**src/rtl/cu_pkg.sv**
```systemverilog
// Shared definitions for the Control Unit dispatcher: execution-FSM indices,
// instruction-class masks applied to the opdecoder code, and state encodings.
package cu_pkg;

  localparam int CU_N_FSM  = 4;
  localparam int CU_CTRL_W = 24;
  localparam int CODE_W    = 32;

  // Execution FSM index order; bit k of every per-FSM vector belongs to FSM k.
  localparam int FSM_ALU         = 0;
  localparam int FSM_LOAD_STORE  = 1;
  localparam int FSM_BRANCH_JUMP = 2;
  localparam int FSM_FLOAT       = 3;

  // A code claims FSM k when any bit under CLASS_MASK_k is set. The masks are
  // disjoint, so a code touching two fields is ambiguous and gets trapped.
  localparam logic [CODE_W-1:0] CLASS_MASK_0 = 32'h0000_00FF;
  localparam logic [CODE_W-1:0] CLASS_MASK_1 = 32'h0000_FF00;
  localparam logic [CODE_W-1:0] CLASS_MASK_2 = 32'h00FF_0000;
  localparam logic [CODE_W-1:0] CLASS_MASK_3 = 32'hFF00_0000;

  typedef enum logic [2:0] {
    ST_IDLE       = 3'd0,
    ST_FETCH      = 3'd1,
    ST_FETCH_WAIT = 3'd2,
    ST_DECODE     = 3'd3,
    ST_START      = 3'd4,
    ST_RUN        = 3'd5,
    ST_RETIRE     = 3'd6,
    ST_TRAP       = 3'd7
  } cu_state_e;

  // Class mask of FSM k; FSMs beyond the four defined classes never match.
  function automatic logic [CODE_W-1:0] class_mask(input int k);
    case (k)
      FSM_ALU:         return CLASS_MASK_0;
      FSM_LOAD_STORE:  return CLASS_MASK_1;
      FSM_BRANCH_JUMP: return CLASS_MASK_2;
      FSM_FLOAT:       return CLASS_MASK_3;
      default:         return '0;
    endcase
  endfunction

endpackage

```
**src/rtl/fsm_class_decode.sv**
```systemverilog
// Maps the opdecoder code onto the execution-FSM select vector and flags
// whether exactly one FSM was claimed.
module fsm_class_decode
  import cu_pkg::*;
#(
  parameter int N_FSM = CU_N_FSM
) (
  input  logic [CODE_W-1:0] code_i,
  output logic [N_FSM-1:0]  onehot_o,
  output logic              valid_o
);

  logic [N_FSM-1:0] minus_one;

  // Per-FSM class hit, then a zero/one-hot test on the hit vector.
  always_comb begin
    // NOTE: every combinationally assigned signal gets a default first, so no path leaves it unassigned and no latch is inferred.
    onehot_o = '0;
    for (int k = 0; k < N_FSM; k++) begin
      onehot_o[k] = |(code_i & class_mask(k));
    end
    minus_one = onehot_o - N_FSM'(1);
    valid_o   = (onehot_o != '0) && ((onehot_o & minus_one) == '0);
  end

endmodule

```
**src/rtl/fsm_dispatcher.sv**
```systemverilog
// Top-level Control Unit sequencer: fetches an instruction, hands the
// datapath to one execution FSM until it reports done, then retires.
// Also detects illegal instruction classes and runaway FSMs.
module fsm_dispatcher
  import cu_pkg::*;
#(
  parameter int N_FSM   = CU_N_FSM,
  parameter int CTRL_W  = CU_CTRL_W,
  parameter int TIMEOUT = 64
) (
  input  logic                    clk,
  input  logic                    reset,
  input  logic                    run,
  input  logic                    mem_done,
  input  logic [CODE_W-1:0]       code,
  input  logic [N_FSM-1:0]        fsm_done,
  input  logic [N_FSM*CTRL_W-1:0] fsm_ctrl,
  output logic                    fetch_mem_start,
  output logic                    load_ir,
  output logic [N_FSM-1:0]        fsm_start,
  output logic [CTRL_W-1:0]       ctrl_out,
  output logic                    busy,
  output logic                    insn_retired,
  output logic                    illegal,
  output logic                    timeout
);

  localparam int CNT_W = (TIMEOUT > 1) ? $clog2(TIMEOUT) : 1;
  localparam logic [CNT_W-1:0] CNT_LAST = CNT_W'(TIMEOUT - 1);

  cu_state_e          state_q, state_d;
  logic [N_FSM-1:0]   sel_q;
  logic [CNT_W-1:0]   cnt_q;
  logic               fetch_q, route_q, busy_q, retired_q;
  logic               illegal_q, timeout_q;
  logic [N_FSM-1:0]   start_q;

  logic [N_FSM-1:0]   dec_onehot;
  logic               dec_valid;
  logic               done_hit;
  logic               wdog_expired;
  logic [CTRL_W-1:0]  ctrl_mux;

  fsm_class_decode #(
    .N_FSM (N_FSM)
  ) u_class_decode (
    .code_i   (code),
    .onehot_o (dec_onehot),
    .valid_o  (dec_valid)
  );

  // Only the selected FSM may end the instruction; others' done is ignored.
  assign done_hit     = |(fsm_done & sel_q);
  assign wdog_expired = (cnt_q == CNT_LAST);

  // Next-state selection.
  always_comb begin
    state_d = state_q;
    unique case (state_q)
      ST_IDLE:       if (run) state_d = ST_FETCH;
      ST_FETCH:      state_d = ST_FETCH_WAIT;
      ST_FETCH_WAIT: if (mem_done) state_d = ST_DECODE;
      ST_DECODE:     state_d = dec_valid ? ST_START : ST_TRAP;
      ST_START:      state_d = ST_RUN;
      ST_RUN: begin
        // Done takes priority over a watchdog expiring in the same cycle.
        if (done_hit)          state_d = ST_RETIRE;
        else if (wdog_expired) state_d = ST_TRAP;
      end
      ST_RETIRE:     state_d = run ? ST_FETCH : ST_IDLE;
      ST_TRAP:       state_d = ST_TRAP;
      default:       state_d = ST_IDLE;
    endcase
  end

  // State, class select, watchdog, sticky flags and Moore outputs decoded
  // from the next state so each strobe lines up with its own state.
  always_ff @(posedge clk or posedge reset) begin
    if (reset) begin
      state_q   <= ST_IDLE;
      sel_q     <= '0;
      cnt_q     <= '0;
      fetch_q   <= 1'b0;
      start_q   <= '0;
      route_q   <= 1'b0;
      busy_q    <= 1'b0;
      retired_q <= 1'b0;
      illegal_q <= 1'b0;
      timeout_q <= 1'b0;
    end else begin
      // NOTE: sequential state uses non-blocking assignments so every register samples pre-edge values regardless of statement order.
      state_q   <= state_d;
      fetch_q   <= (state_d == ST_FETCH);
      start_q   <= (state_d == ST_START) ? dec_onehot : '0;
      route_q   <= (state_d == ST_START) || (state_d == ST_RUN);
      busy_q    <= (state_d != ST_IDLE) && (state_d != ST_TRAP);
      retired_q <= (state_d == ST_RETIRE);

      if (state_q == ST_DECODE) begin
        sel_q <= dec_onehot;
        if (!dec_valid) illegal_q <= 1'b1;
      end

      if (state_q == ST_START) begin
        cnt_q <= '0;
      end else if (state_q == ST_RUN && !done_hit) begin
        if (wdog_expired) timeout_q <= 1'b1;
        else              cnt_q     <= cnt_q + CNT_W'(1);
      end
    end
  end

  // AND-OR mux of the control bundles over the one-hot select.
  always_comb begin
    ctrl_mux = '0;
    for (int k = 0; k < N_FSM; k++) begin
      ctrl_mux = ctrl_mux | (fsm_ctrl[k*CTRL_W +: CTRL_W] & {CTRL_W{sel_q[k]}});
    end
  end

  // route_q is cleared by the asynchronous reset, so the datapath loses its
  // control bundle the moment reset rises.
  assign ctrl_out        = ctrl_mux & {CTRL_W{route_q}};
  assign load_ir         = (state_q == ST_FETCH_WAIT) && mem_done;
  assign fetch_mem_start = fetch_q;
  assign fsm_start       = start_q;
  assign busy            = busy_q;
  assign insn_retired    = retired_q;
  assign illegal         = illegal_q;
  assign timeout         = timeout_q;

endmodule

```
**config.mk**
```make
export PLATFORM = sky130hd
export DESIGN_NAME = fsm_dispatcher
export DESIGN_NICKNAME = d
export VERILOG_FILES = /design/src/rtl/cu_pkg.sv /design/src/rtl/fsm_class_decode.sv /design/src/rtl/fsm_dispatcher.sv
export SDC_FILE = /design/constraint.sdc
export NUM_CORES = 1
export LEC_CHECK = 0
export ABC_CLOCK_PERIOD_IN_PS = 2040
export CAP_MARGIN = 20
export CORE_ASPECT_RATIO = 2
export CORE_MARGIN = 2
export CORE_UTILIZATION = 30
export DETAILED_ROUTE_END_ITERATION = 6
export MAX_ROUTING_LAYER = met4
export PLACE_DENSITY = 0.84
export SLEW_MARGIN = 20
export SYNTH_ARGS = -nofsm -noshare
export SYNTH_HDL_FRONTEND = slang
export SYNTH_SLANG_ARGS = --single-unit
export TNS_END_PERCENT = 10
```
**constraint.sdc**
```tcl
create_clock -name clk -period 2.04 [get_ports clk]
set_input_delay 0.306 -clock clk [delete_from_list [all_inputs] [get_ports clk]]
set_output_delay 0.306 -clock clk [all_outputs]
set_load 0.01 [all_outputs]
```
==> results of run 1 <==
-- repair_timing --
item	in CTS	in global routing
setup buffers	2	0
setup endpoints to repair	23	23
pin swaps	0	3
resized for setup	13	21
hold buffers	0	0
-- stage by stage --
step / power (mW) / instances
6_report: 2.90 / 445
5_1_grt: 3.09 / 445
4_1_cts: 2.93 / 445
3_5_place_dp: 2.52 / 439
3_3_place_gp: 2.49 / 439
2_1_floorplan: 1.47 / 201
-- power by group through the flow --
stage	Sequential, mW	Clock (mW)	Combinational (mW)
after floorplan	0.636	0	0.835
after global placement	0.682	0	1.81
after detailed placement	0.686	0	1.83
after CTS	0.686	0.439	1.80
after global routing	0.707	0.455	1.93
final	0.692	0.430	1.78
-- routing by layer --
metal,vias up,part of all wire (%)
met1,1098,31
met3,19,12
met2,144,53
li1,1157,-
met5,-,0
met4,0,3.3
-- logic make-up after synthesis --
group           after synthesis  share of synthesized area, %
compound gates               92                          38.7
simple gates                 60                          20.0
flops                        23                          32.9
buf+inv                      18                          4.00
xor+xnor                      6                          3.00
mux                           1                         0.643
fa+ha+maj                     1                         0.715
-- state kept, by name (all words and copies together), names as in the netlist --
signal           count
sel_q                4
busy                 1
illegal              1
fsm_start            4
state_q              3
fetch_mem_start      1
cnt_q                6
timeout              1
route_q              1
insn_retired         1
-- layout make-up --
type,count,area (um^2)
clock buffer,3,75.1
clock inverter,1,7.51
fill,454,1840
inverter,1,3.75
multi-input combinational,160,1130
sequential,23,581
tap,61,76.3
timing repair buffer,196,1950
-- cell usage in the layout, fill, tap and decap left out, types with 2 or more instances in the layout --
cell type                         count
sky130_fd_sc_hd__nand4_1              2
sky130_fd_sc_hd__buf_4               24
sky130_fd_sc_hd__o21ai_0              4
sky130_fd_sc_hd__a21o_1               2
sky130_fd_sc_hd__dfrtp_1             19
sky130_fd_sc_hd__and2_1               3
sky130_fd_sc_hd__nor2b_1              2
sky130_fd_sc_hd__nor4_1               4
sky130_fd_sc_hd__nor4_2               4
sky130_fd_sc_hd__a21oi_1              4
sky130_fd_sc_hd__nor2_1              12
sky130_fd_sc_hd__a21boi_0            24
sky130_fd_sc_hd__and3_1               3
sky130_fd_sc_hd__clkbuf_16            3
sky130_fd_sc_hd__nand2_1             10
sky130_fd_sc_hd__a22oi_1             48
sky130_fd_sc_hd__o21bai_1             2
sky130_fd_sc_hd__dlygate4sd2_1        7
sky130_fd_sc_hd__clkdlybuf4s50_1    146
sky130_fd_sc_hd__nand3_1              5
sky130_fd_sc_hd__dfrtp_2              4
sky130_fd_sc_hd__nor3_1               2
sky130_fd_sc_hd__dlymetal6s2s_1      16
sky130_fd_sc_hd__nor3b_1              3
sky130_fd_sc_hd__xnor2_1              5
sky130_fd_sc_hd__or4_4                3
-- path summary, 6_finish.rpt --
path | slack [ns] | from | cells past startpoint | end
max in group asynchronous | 1.41 | reset | 3 | sel_q[2]
hold reg to reg | 0.48 | timeout | 1 | timeout
setup / recovery | 0.01 | sel_q[0] | 4 | ctrl_out[12]
setup reg to reg | 0.12 | sel_q[0] | 6 | cnt_q[5]
min in group clk | 0.48 | timeout | 1 | timeout
hold / removal | 0.38 | reset | 3 | timeout
-- worst reg2reg max path, cell delays in order, from the launching register on --
cell	delay, ns
sky130_fd_sc_hd__dfrtp_2	0.45
sky130_fd_sc_hd__buf_4	0.16
sky130_fd_sc_hd__a222oi_1	0.42
sky130_fd_sc_hd__nand3_1	0.26
sky130_fd_sc_hd__nor4_2	0.29
sky130_fd_sc_hd__xnor2_1	0.17
sky130_fd_sc_hd__nor2_1	0.06
==> results.md, run 1 <==
Synth:
- Counting every instance in the synthesized netlist gives 201.
- The library cell with the highest instance count after synthesis is sky130_fd_sc_hd__a22oi_1.
- The proportion of register bits with asynchronous set or reset after synthesis is 100%.
- Ranked by instance count, the synthesized netlist is headed by 48 x sky130_fd_sc_hd__a22oi_1, 24 x sky130_fd_sc_hd__a21boi_0, 23 x sky130_fd_sc_hd__dfrtp_1.
- Yosys mapped a number of flops with a built-in enable equal to 0.
- After synthesis the netlist holds a flip-flop and latch count of 23.
- The portion of synthesized cell area occupied by the leading cell type is 32.9%.
- The synthesized netlist contains 40 unique library cells.
- The share of the Yosys chip area taken by registers is 32.9%.
- The net count of the mapped netlist is 338.
- The most used flip-flop cell after synthesis is sky130_fd_sc_hd__dfrtp_1.
- A synthesized cell averages 8.71 um^2.
- The total standard cell area after synthesis is 0.00175 mm^2.
- In the post-synthesis netlist, the biggest area contributors are sky130_fd_sc_hd__dfrtp_1 33%, sky130_fd_sc_hd__a22oi_1 21%, sky130_fd_sc_hd__a21boi_0 10%.
- For this run, the number of Yosys warnings is 0.
- The synthesized design spends more area on one cell type than any other, namely sky130_fd_sc_hd__dfrtp_1.

Place:
- Routability-driven placement finished with a final weighted congestion of 0.897.
- The count of buffers inserted at the top-level ports is 169.
- Once placement finished, the instance area stood at 0.00365 mm^2.
- The detailed-placement wirelength estimate is 6830 um.
- The post-placement worst setup slack is -0.263 ns.

Global route:
- Global routing used 8.18% of the available met3 tracks.
- The met1 usage is 25.1%.
- The number of antenna violations at the first check in global routing is 0.
- Global routing consumed, on the met2 layer, 45.2% of the routing resources.
- The number of global-route vias before repair is 2486.
- Entering global routing, the biggest net connects 24 pins.
- In the global route stage, overall resource usage came out at 25.6%.
- The first global-routing pass estimated 12500 um of wire.
- Global routing finished with a remaining overflow of 0.
- After global routing, the most crowded layer is met2.

Worst setup path:
- The cell with the largest stage delay on the worst path is sky130_fd_sc_hd__clkdlybuf4s50_1.
- The signal on the critical path passes through buf_4, a22oi_1, a21boi_0, clkdlybuf4s50_1.
- The critical path class is reg2out.
- STA puts the critical path data required time at 1.73 ns.
- On the worst path, the slowest cell contributes a delay of 0.56 ns.
- STA classifies the critical path startpoint as a register.
- The data arrival time of the critical path is 1.72 ns.
- The critical path capture point type is an output port.
- The peak fanout along the critical path is 11.
- The cell family contributing the most delay on the critical path is buffers and inverters.
- The count of buffering cells on the critical path with inverters included is 2.

Timing:
- The highest achievable clock rate is 0.494 GHz.
- For the pin with the worst max-slew slack, the measured transition is 0.448 ns.
- The worst slew slack as a fraction of its limit is 70.0%.
- The number of hold violations in the final report came to 0.
- Setup repair after global routing could not meet its margin everywhere.
- The worst setup skew after layout is 0.00544 ns.
- The clock period could shrink to 2.03 ns.
- The count of endpoints failing setup in the final report is 0.
- Adding up every negative setup slack in the final design gives 0 ns.
- The final worst slack is 0.0137 ns.
- The share of the clock period used by the worst path after layout is 99.3%.
- The number of max-slew violations in the final report was 0.
- The final worst hold slack is 0.383 ns.

Route:
- In the routed design, unresolved DRC markers number 0.
- After detailed routing, the number of vias per cell comes to 5.43.
- Wires add up to 8260 um.
- Dividing the detail-routed wire length by the instance count gives 18.6 um.
- For this run, the detailed router's first-pass iteration total came to 4.
- The total number of vias is 2418.
- The detail route stage leaves a number of antenna-violating nets equal to 0.
- In this run, the number of DRC markers left after iteration 0 of detailed routing was 124.

Finish:
- The post-layout utilization of the core is 67.5%.
- In the final design database the tool counted 522 nets.
- The final design instance area without fill is 0.00382 mm^2.
- The fraction of layout cells with a size suffix above 1 is 12.0%.
- The antenna diode instance count is 0.
- The area growth from synthesis to layout is 118%.

Status:
- The flow ran to the end, and the final reports show no timing, DRC or antenna violations.

Pwr:
- The cell-internal power is 1.83 mW.
- The switching portion of total power is 37.0%.
- The analysis attributes to net switching a power of 1.07 mW.
- The clock network burns 14.8% of the power.
- Sequential cells burn 23.9% of the power.
- For this design the ratio of total power to cell area is 758 mW/mm^2.
- The peak supply drop is 739 uV.
- In this run the static leakage power is 1.75 nW.
- The portion of total power attributed to combinational logic is 61.3%.

Die:
- The initial utilization of the core area, before any placement, comes to 30.9%.
- The total number of placement rows is 39.
- The floorplan step set the die height to 112 um.
- During I/O placement, the number of pins put on the boundary was 170.
- The floorplan step defined a die boundary enclosing 0.00650 mm^2.
- The x dimension of the die is 58.0 um.
- The region available for standard cell placement spans 0.00566 mm^2.

Flow run:
- Across the run, the number of max-cap violations was 0.

Clocking:
- The tree is rooted in a sky130_fd_sc_hd__clkbuf_16.
- The H-tree depth is 1.
- Counting every sink on the clock net gives 23.
- The deepest clock path buffer count is 2.
- After clock tree synthesis, the clock-pin slew on the worst setup and hold paths is 0.06 ns.
- TritonCTS built the clock tree.
- Clock latency on the worst-skew pair, taken at its later pin, is 0.26 ns.
- The number of buffers created by CTS is 3.

Worst hold path:
- The path class of the tightest hold or removal check is in2async.
(Power assumes the default switching activity.)
==> run 2: changes to the inputs <==
--- a/config.mk
+++ b/config.mk
@@ -6,5 +6,5 @@
 export NUM_CORES = 1
 export LEC_CHECK = 0
-export ABC_CLOCK_PERIOD_IN_PS = 2040
+export ABC_CLOCK_PERIOD_IN_PS = 1900
 export CAP_MARGIN = 20
 export CORE_ASPECT_RATIO = 2
==> constraint.sdc (replaced) <==
create_clock -name clk -period 1.9 [get_ports clk]
set_input_delay 0.475 -clock clk [delete_from_list [all_inputs] [get_ports clk]]
set_output_delay 0.475 -clock clk [all_outputs]
set_load 0.01 [all_outputs]
==> run 2 against run 1 <==
Against the previous run:
- the flow now finishes with violations (setup timing)
- power increased by 19%
- core utilization increased by 6.7 points
- clock-buffer cell count unchanged
- clock power increased by 7.0%
- sequential power decreased by 1%
- final cell count increased by 4.9%
- non-clock buffer count increased by 22
- register-to-register slack got worse by 0.10 ns
- largest cell class unchanged
==> results.md, run 2 (synthesis results as in run 1) <==
Timing:
- The highest achievable clock rate is 0.525 GHz.
- The time the worst path needs with I/O delays and setup is 1.91 ns.
- The count of endpoints failing setup in the final report came to 1 (+1).
- The share of the clock period used by the worst path after layout is 100%.
- Setup repair after global routing could not meet its margin everywhere.
- The number of max-slew violations in the final report was 0 (unchanged).
- The worst setup skew after layout is 0.00153 ns (-0.00391 ns).
- The actual transition at the worst max-transition pin was 0.391 ns (-0.0572 ns).
- The number of hold violations in the final report was 0 (unchanged).
- The worst slew slack as a fraction of its limit is 73.7% (+3.8 points).
- The final worst slack is -0.00537 ns (-0.0191 ns).

Status:
- The checks that failed: setup timing.
- The flow ran to the end, but the final reports show violations.

Global route:
- The number of global-route vias before repair came to 2694 (+8.4%).
- The number of antenna violations at the first check in global routing is 0 (unchanged).
- The overflow left after global routing is 0 (unchanged).
- The total routing usage reported by global routing is 26.2% (+0.56 points).
- The pin count of the biggest net entering global routing was 24 (unchanged).
- The wire length of the first global-routing pass is 12900 um (+3.6%).

Die:
- The initial standard-cell utilization of the core is 30.9% (unchanged).
- The overall die height is 112 um (unchanged).
- The core outline area is 0.00566 mm^2 (unchanged).
- The boundary pin count is 170 (unchanged).
- The total number of placement rows was 39 (unchanged).
- The x dimension of the die is 58.0 um (unchanged).
- The area of the die is 0.00650 mm^2 (unchanged).

Finish:
- The fraction of layout cells with a size suffix above 1 is 29.1% (+17 points).
- The antenna diode instance count is 0 (unchanged).
- The flip-flop count of the largest register after layout is 6 (unchanged).
- The library cells used most frequently in the layout, excluding fill and tap cells, are 112 x sky130_fd_sc_hd__clkdlybuf4s50_1, 37 x sky130_fd_sc_hd__buf_4, 35 x sky130_fd_sc_hd__a22oi_1.
- From synthesis to final layout, the design area changed by 140%.
- The final design instance area without fill was 0.00420 mm^2 (+9.9%).
- The number of nets in the final layout came to 544 (+4.2%).
- The largest register by flop count is cnt_q.
- The layout filler cell count is 393 (-13%).
- Leaving out fill and tap cells, the most frequent cell in the layout is sky130_fd_sc_hd__clkdlybuf4s50_1.

Clocking:
- The deepest clock path buffer count came to 2 (unchanged).
- The clock insertion delay at the later pin of the skew report is 0.26 ns (about the same).
- The total number of clock tree sinks is 23 (unchanged).
- The H-tree depth came to 1 (unchanged).
- The number of buffers created by CTS came to 3 (unchanged).
- TritonCTS built the clock tree.
- The CTS clock-pin slew for the worst setup and hold paths is 0.06 ns (about the same).
- In this run the clock root is driven by a sky130_fd_sc_hd__clkbuf_16.

Route:
- The met2 wirelength from detailed routing came to 5080 um (+15%).
- The post-detailed-route DRC marker count is 0 (unchanged).
- The wire length per cell is 20.0 um (+7.7%).
- The total number of vias is 2634 (+8.9%).
- The highest routed metal layer is met4.
- The wire length on met1 is 2940 um (+14%).
- The detailed-routing iteration count for the pre-antenna-repair pass was 6 (+2).
- The ratio of routed vias to standard cells is 5.64 (+3.8%).
- The count of antenna-violating nets left after detailed routing is 0 (unchanged).
- The iteration-0 DRC count of the detailed router is 105 (-15%).
- The final wirelength is 9330 um (+13%).
- The met3 layer wire length in the routed design is 1060 um (+7.6%).

Worst setup path:
- The critical path launch point type is an input port.
- The critical path capture point type is a register.
- The cell with the largest stage delay on the worst path is sky130_fd_sc_hd__clkdlybuf4s50_1.
- The longest individual stage delay on the worst path was 0.47 ns (-0.09 ns).
- In this design, the critical path's most frequently occurring cell is sky130_fd_sc_hd__buf_4.
- The critical path class is in2reg.
- The endpoint required time on the critical path came to 2.10 ns (+0.37 ns).
- The peak fanout along the critical path is 3 (-8).
- Among cell families on the critical path, the largest total delay comes from buffers and inverters.
- The count of buffering cells on the critical path with inverters included is 3 (+1).
- The data arrival time of the critical path was 2.11 ns (+0.39 ns).
- Traced cell by cell, the critical path runs through clkdlybuf4s50_1, a222oi_1, buf_4, and3_4, a211oi_2, nor3b_1, buf_4.

Pwr:
- The ratio of total power to cell area was 823 mW/mm^2 (+8.6%).
- The leakage dissipation is 2.00 nW (+14%).
- The overall power after layout is 3.46 mW (+19%).
- The peak supply drop is 998 uV (+35%).

Flow run:
- The max-cap check violation count is 0 (unchanged).

Place:
- The placement-stage cell area was 0.00387 mm^2 (+6.0%).
- The count of buffers inserted at the top-level ports is 169 (unchanged).
- The detailed-placement wirelength estimate is 7010 um (+2.7%).
- The routability-driven placement congestion ratio is 0.903 (+0.66%).

Worst hold path:
- The worst min-delay path class is reg2reg.
[run 2: metrics by stage]
step           setup TNS [ns]  hold slack (ns)  util, %  setup WS [ns]  cells
2_1_floorplan         -0.0416            0.477        -        -0.0416    201
3_3_place_gp           -12.25            0.462     68.4         -0.455    453
3_5_place_dp           -13.61            0.465     68.4         -0.567    453
4_1_cts                 -1.27            0.490     69.7         -0.218    459
5_1_grt                -0.550            0.516     74.2        -0.0769    467
6_report             -0.00537            0.485     74.2       -0.00537    467
[run 2: power breakdown]
part / total [mW] / internal (mW) / switching, mW / leakage, nW
clock network: 0.460 / 0.285 / 0.175 / 0.0371
logic: 2.32 / 1.25 / 1.06 / 1.68
registers: 0.683 / 0.599 / 0.0846 / 0.287
total: 3.46 / 2.14 / 1.32 / 2.00
[run 2: worst paths after layout]
check / start / endpoint / slack [ns] / depth (start not counted)
worst max-delay path: fsm_done[0] / insn_retired / -0.005 / 7
worst min-delay path: illegal / illegal / 0.49 / 1
worst max register to register: sel_q[2] / state_q[0] / 0.02 / 9
worst min register to register: illegal / illegal / 0.49 / 1
max in group asynchronous: reset / sel_q[0] / 1.09 / 3
min in group asynchronous: reset / illegal / 0.56 / 3
[run 2: timing repair]
action	4_1_cts	5_1_grt
hold buffers	0	0
buffers inserted	1	8
pin swaps	4	25
setup endpoints to repair	34	34
cloned	1	0
gates resized for setup	101	89
[run 2: layout make-up]
| type | count | area (um^2) | area share, % |
|---|---|---|---|
| timing repair buffer | 218 | 2150 | 51.2 |
| inverter | 1 | 3.75 | 0.0893 |
| clock buffer | 3 | 75.1 | 1.79 |
| multi-input combinational | 160 | 1310 | 31.2 |
| sequential | 23 | 577 | 13.7 |
| tap | 61 | 76.3 | 1.82 |
| clock inverter | 1 | 7.51 | 0.179 |
[run 2: routing by layer]
metal / vias to the layer above / global-route usage, %
met4: 0 / 5.74
met1: 1248 / 23.5
li1: 1205 / -
met3: 28 / 9.91
met5: - / -
met2: 153 / 49.7
==> RTL change (flow settings as in run 2) <==
Set the package constant `CU_CTRL_W` to 32 (it was 24).
--- a/src/rtl/cu_pkg.sv
+++ b/src/rtl/cu_pkg.sv
@@ -4,5 +4,5 @@
 
   localparam int CU_N_FSM  = 4;
-  localparam int CU_CTRL_W = 24;
+  localparam int CU_CTRL_W = 32;
   localparam int CODE_W    = 32;
 
Interface: changed (resized ctrl_out and fsm_ctrl); port bits go from 170 to 210. No check against the original RTL was run, so the function may have changed too.
==> RTL change against run 2 <==
The flow still finishes with violations (negative setup slack); combinational power up 6%; synthesized cell count increased by 14%; worst setup slack worse by 0.19 ns; first-iteration DRC count up 77%; synthesized area is 11% higher; wire length is 10% higher; total power increased by 3.8%; count of clock-buffer cells in the layout did not move; sequential cell count stayed put; cell area grew 7.3%; non-clock buffer count up 26; critical endpoint is now route_q$_DFF_PP0_; largest cell class unchanged; highest routed layer unchanged.
==> RTL change: results (changes against run 2) <==
[outcome]
status=complete, but fails checks
failed_checks=negative setup slack

[setup_path]
r2r-start=sel_q[0]$_DFFE_PP0P_
cp_slowest_cell=a311o_1
max_stage_delay_ns=0.31  ; -0.16 ns
worstPathArrival_ns=2.30  ; +0.19 ns

[synth]
synthAdderAreaFrac_pct=0.643  ; -0.072 points
synth_cell_types=39  ; -2.5%
synth_common_cells=64 x a22oi_1, 32 x a21boi_0, 23 x dfrtp_1, 22 x clkbuf_1, 12 x nor2_1
synthMuxAreaShare_pct=0.578  ; -0.065 points

[global_routing]
grtUsageMet1_pct=25.3  ; +1.8 points
grt_max_degree=33  ; +38%
met3_usage_pct=6.37  ; -3.5 points
grt_pass1_wl_um=14200  ; +9.4%
grt_util_met2_pct=45.7  ; -4.0 points

[sta]
skew_ns=0.00197  ; +0.000441 ns
setup_viol=6  ; +5
slew_headroom_pct=71.8  ; -1.9 points
timing.setup.tns_ns=-0.870  ; -0.864 ns
timing.final.ws_setup_ns=-0.199  ; -0.194 ns

[power]
p_leak_nw=2.11  ; +5.4%
peakVddDrop_mv=0.688  ; -31%
power_density_nw_per_um2=796  ; -3.3%

[drt]
wl_um=10300  ; +10%
vias=2922  ; +11%
wl_met2_um=5440  ; +7.1%
drt-initial-drc-count=186  ; +77%
drt-met1-wl_um=3300  ; +12%

[finish]
fill_cells=503  ; +28%
stdcell_count=542  ; +16%
drive_above_1_share_pct=23.0  ; -6.0 points
nNetsFinal=626  ; +15%

[clock_tree]
post_cts_buffers=0  ; -1
cts_resized=157  ; +55%

[placement]
gp_congestion=0.936  ; +3.7%
dp.cells=531  ; +17%
post-place-ws_ns=-0.560  ; +0.00665 ns
place_hpwl_um=7610  ; +8.6%

[hold_path]
hp-start=timeout$_DFFE_PP0P_

## RTL change: cell count changes after synthesis
cell      before  now
a21boi_0      24   32
a22oi_1       48   64
buf_2          2    0
clkbuf_1      15   22
## RTL change: path summary, 6_finish.rpt
kind | to | slack (ns) | depth (start not counted)
setup / recovery | route_q$_DFF_PP0_ | -0.20 | 8
max in group asynchronous | cnt_q[3]$_DFFE_PP0P_ | 1.13 | 3
min in group asynchronous | illegal$_DFFE_PP0P_ | 0.55 | 3
setup reg to reg | busy$_DFF_PP0_ | -0.01 | 7
hold reg to reg | timeout$_DFFE_PP0P_ | 0.49 | 1
hold / removal | timeout$_DFFE_PP0P_ | 0.49 | 1
## RTL change: area by class of cell
type                            instances  area, um^2  share of cell area (%)
Timing Repair Buffer                  244        2300                    51.1
Multi-Input combinational cell        184        1440                    31.9
Sequential cell                        23         576                    12.8
Tap cell                               86         108                    2.39
Clock buffer                            3        75.1                    1.66
Clock inverter                          1        5.00                   0.111
Inverter                                1        3.75                  0.0832
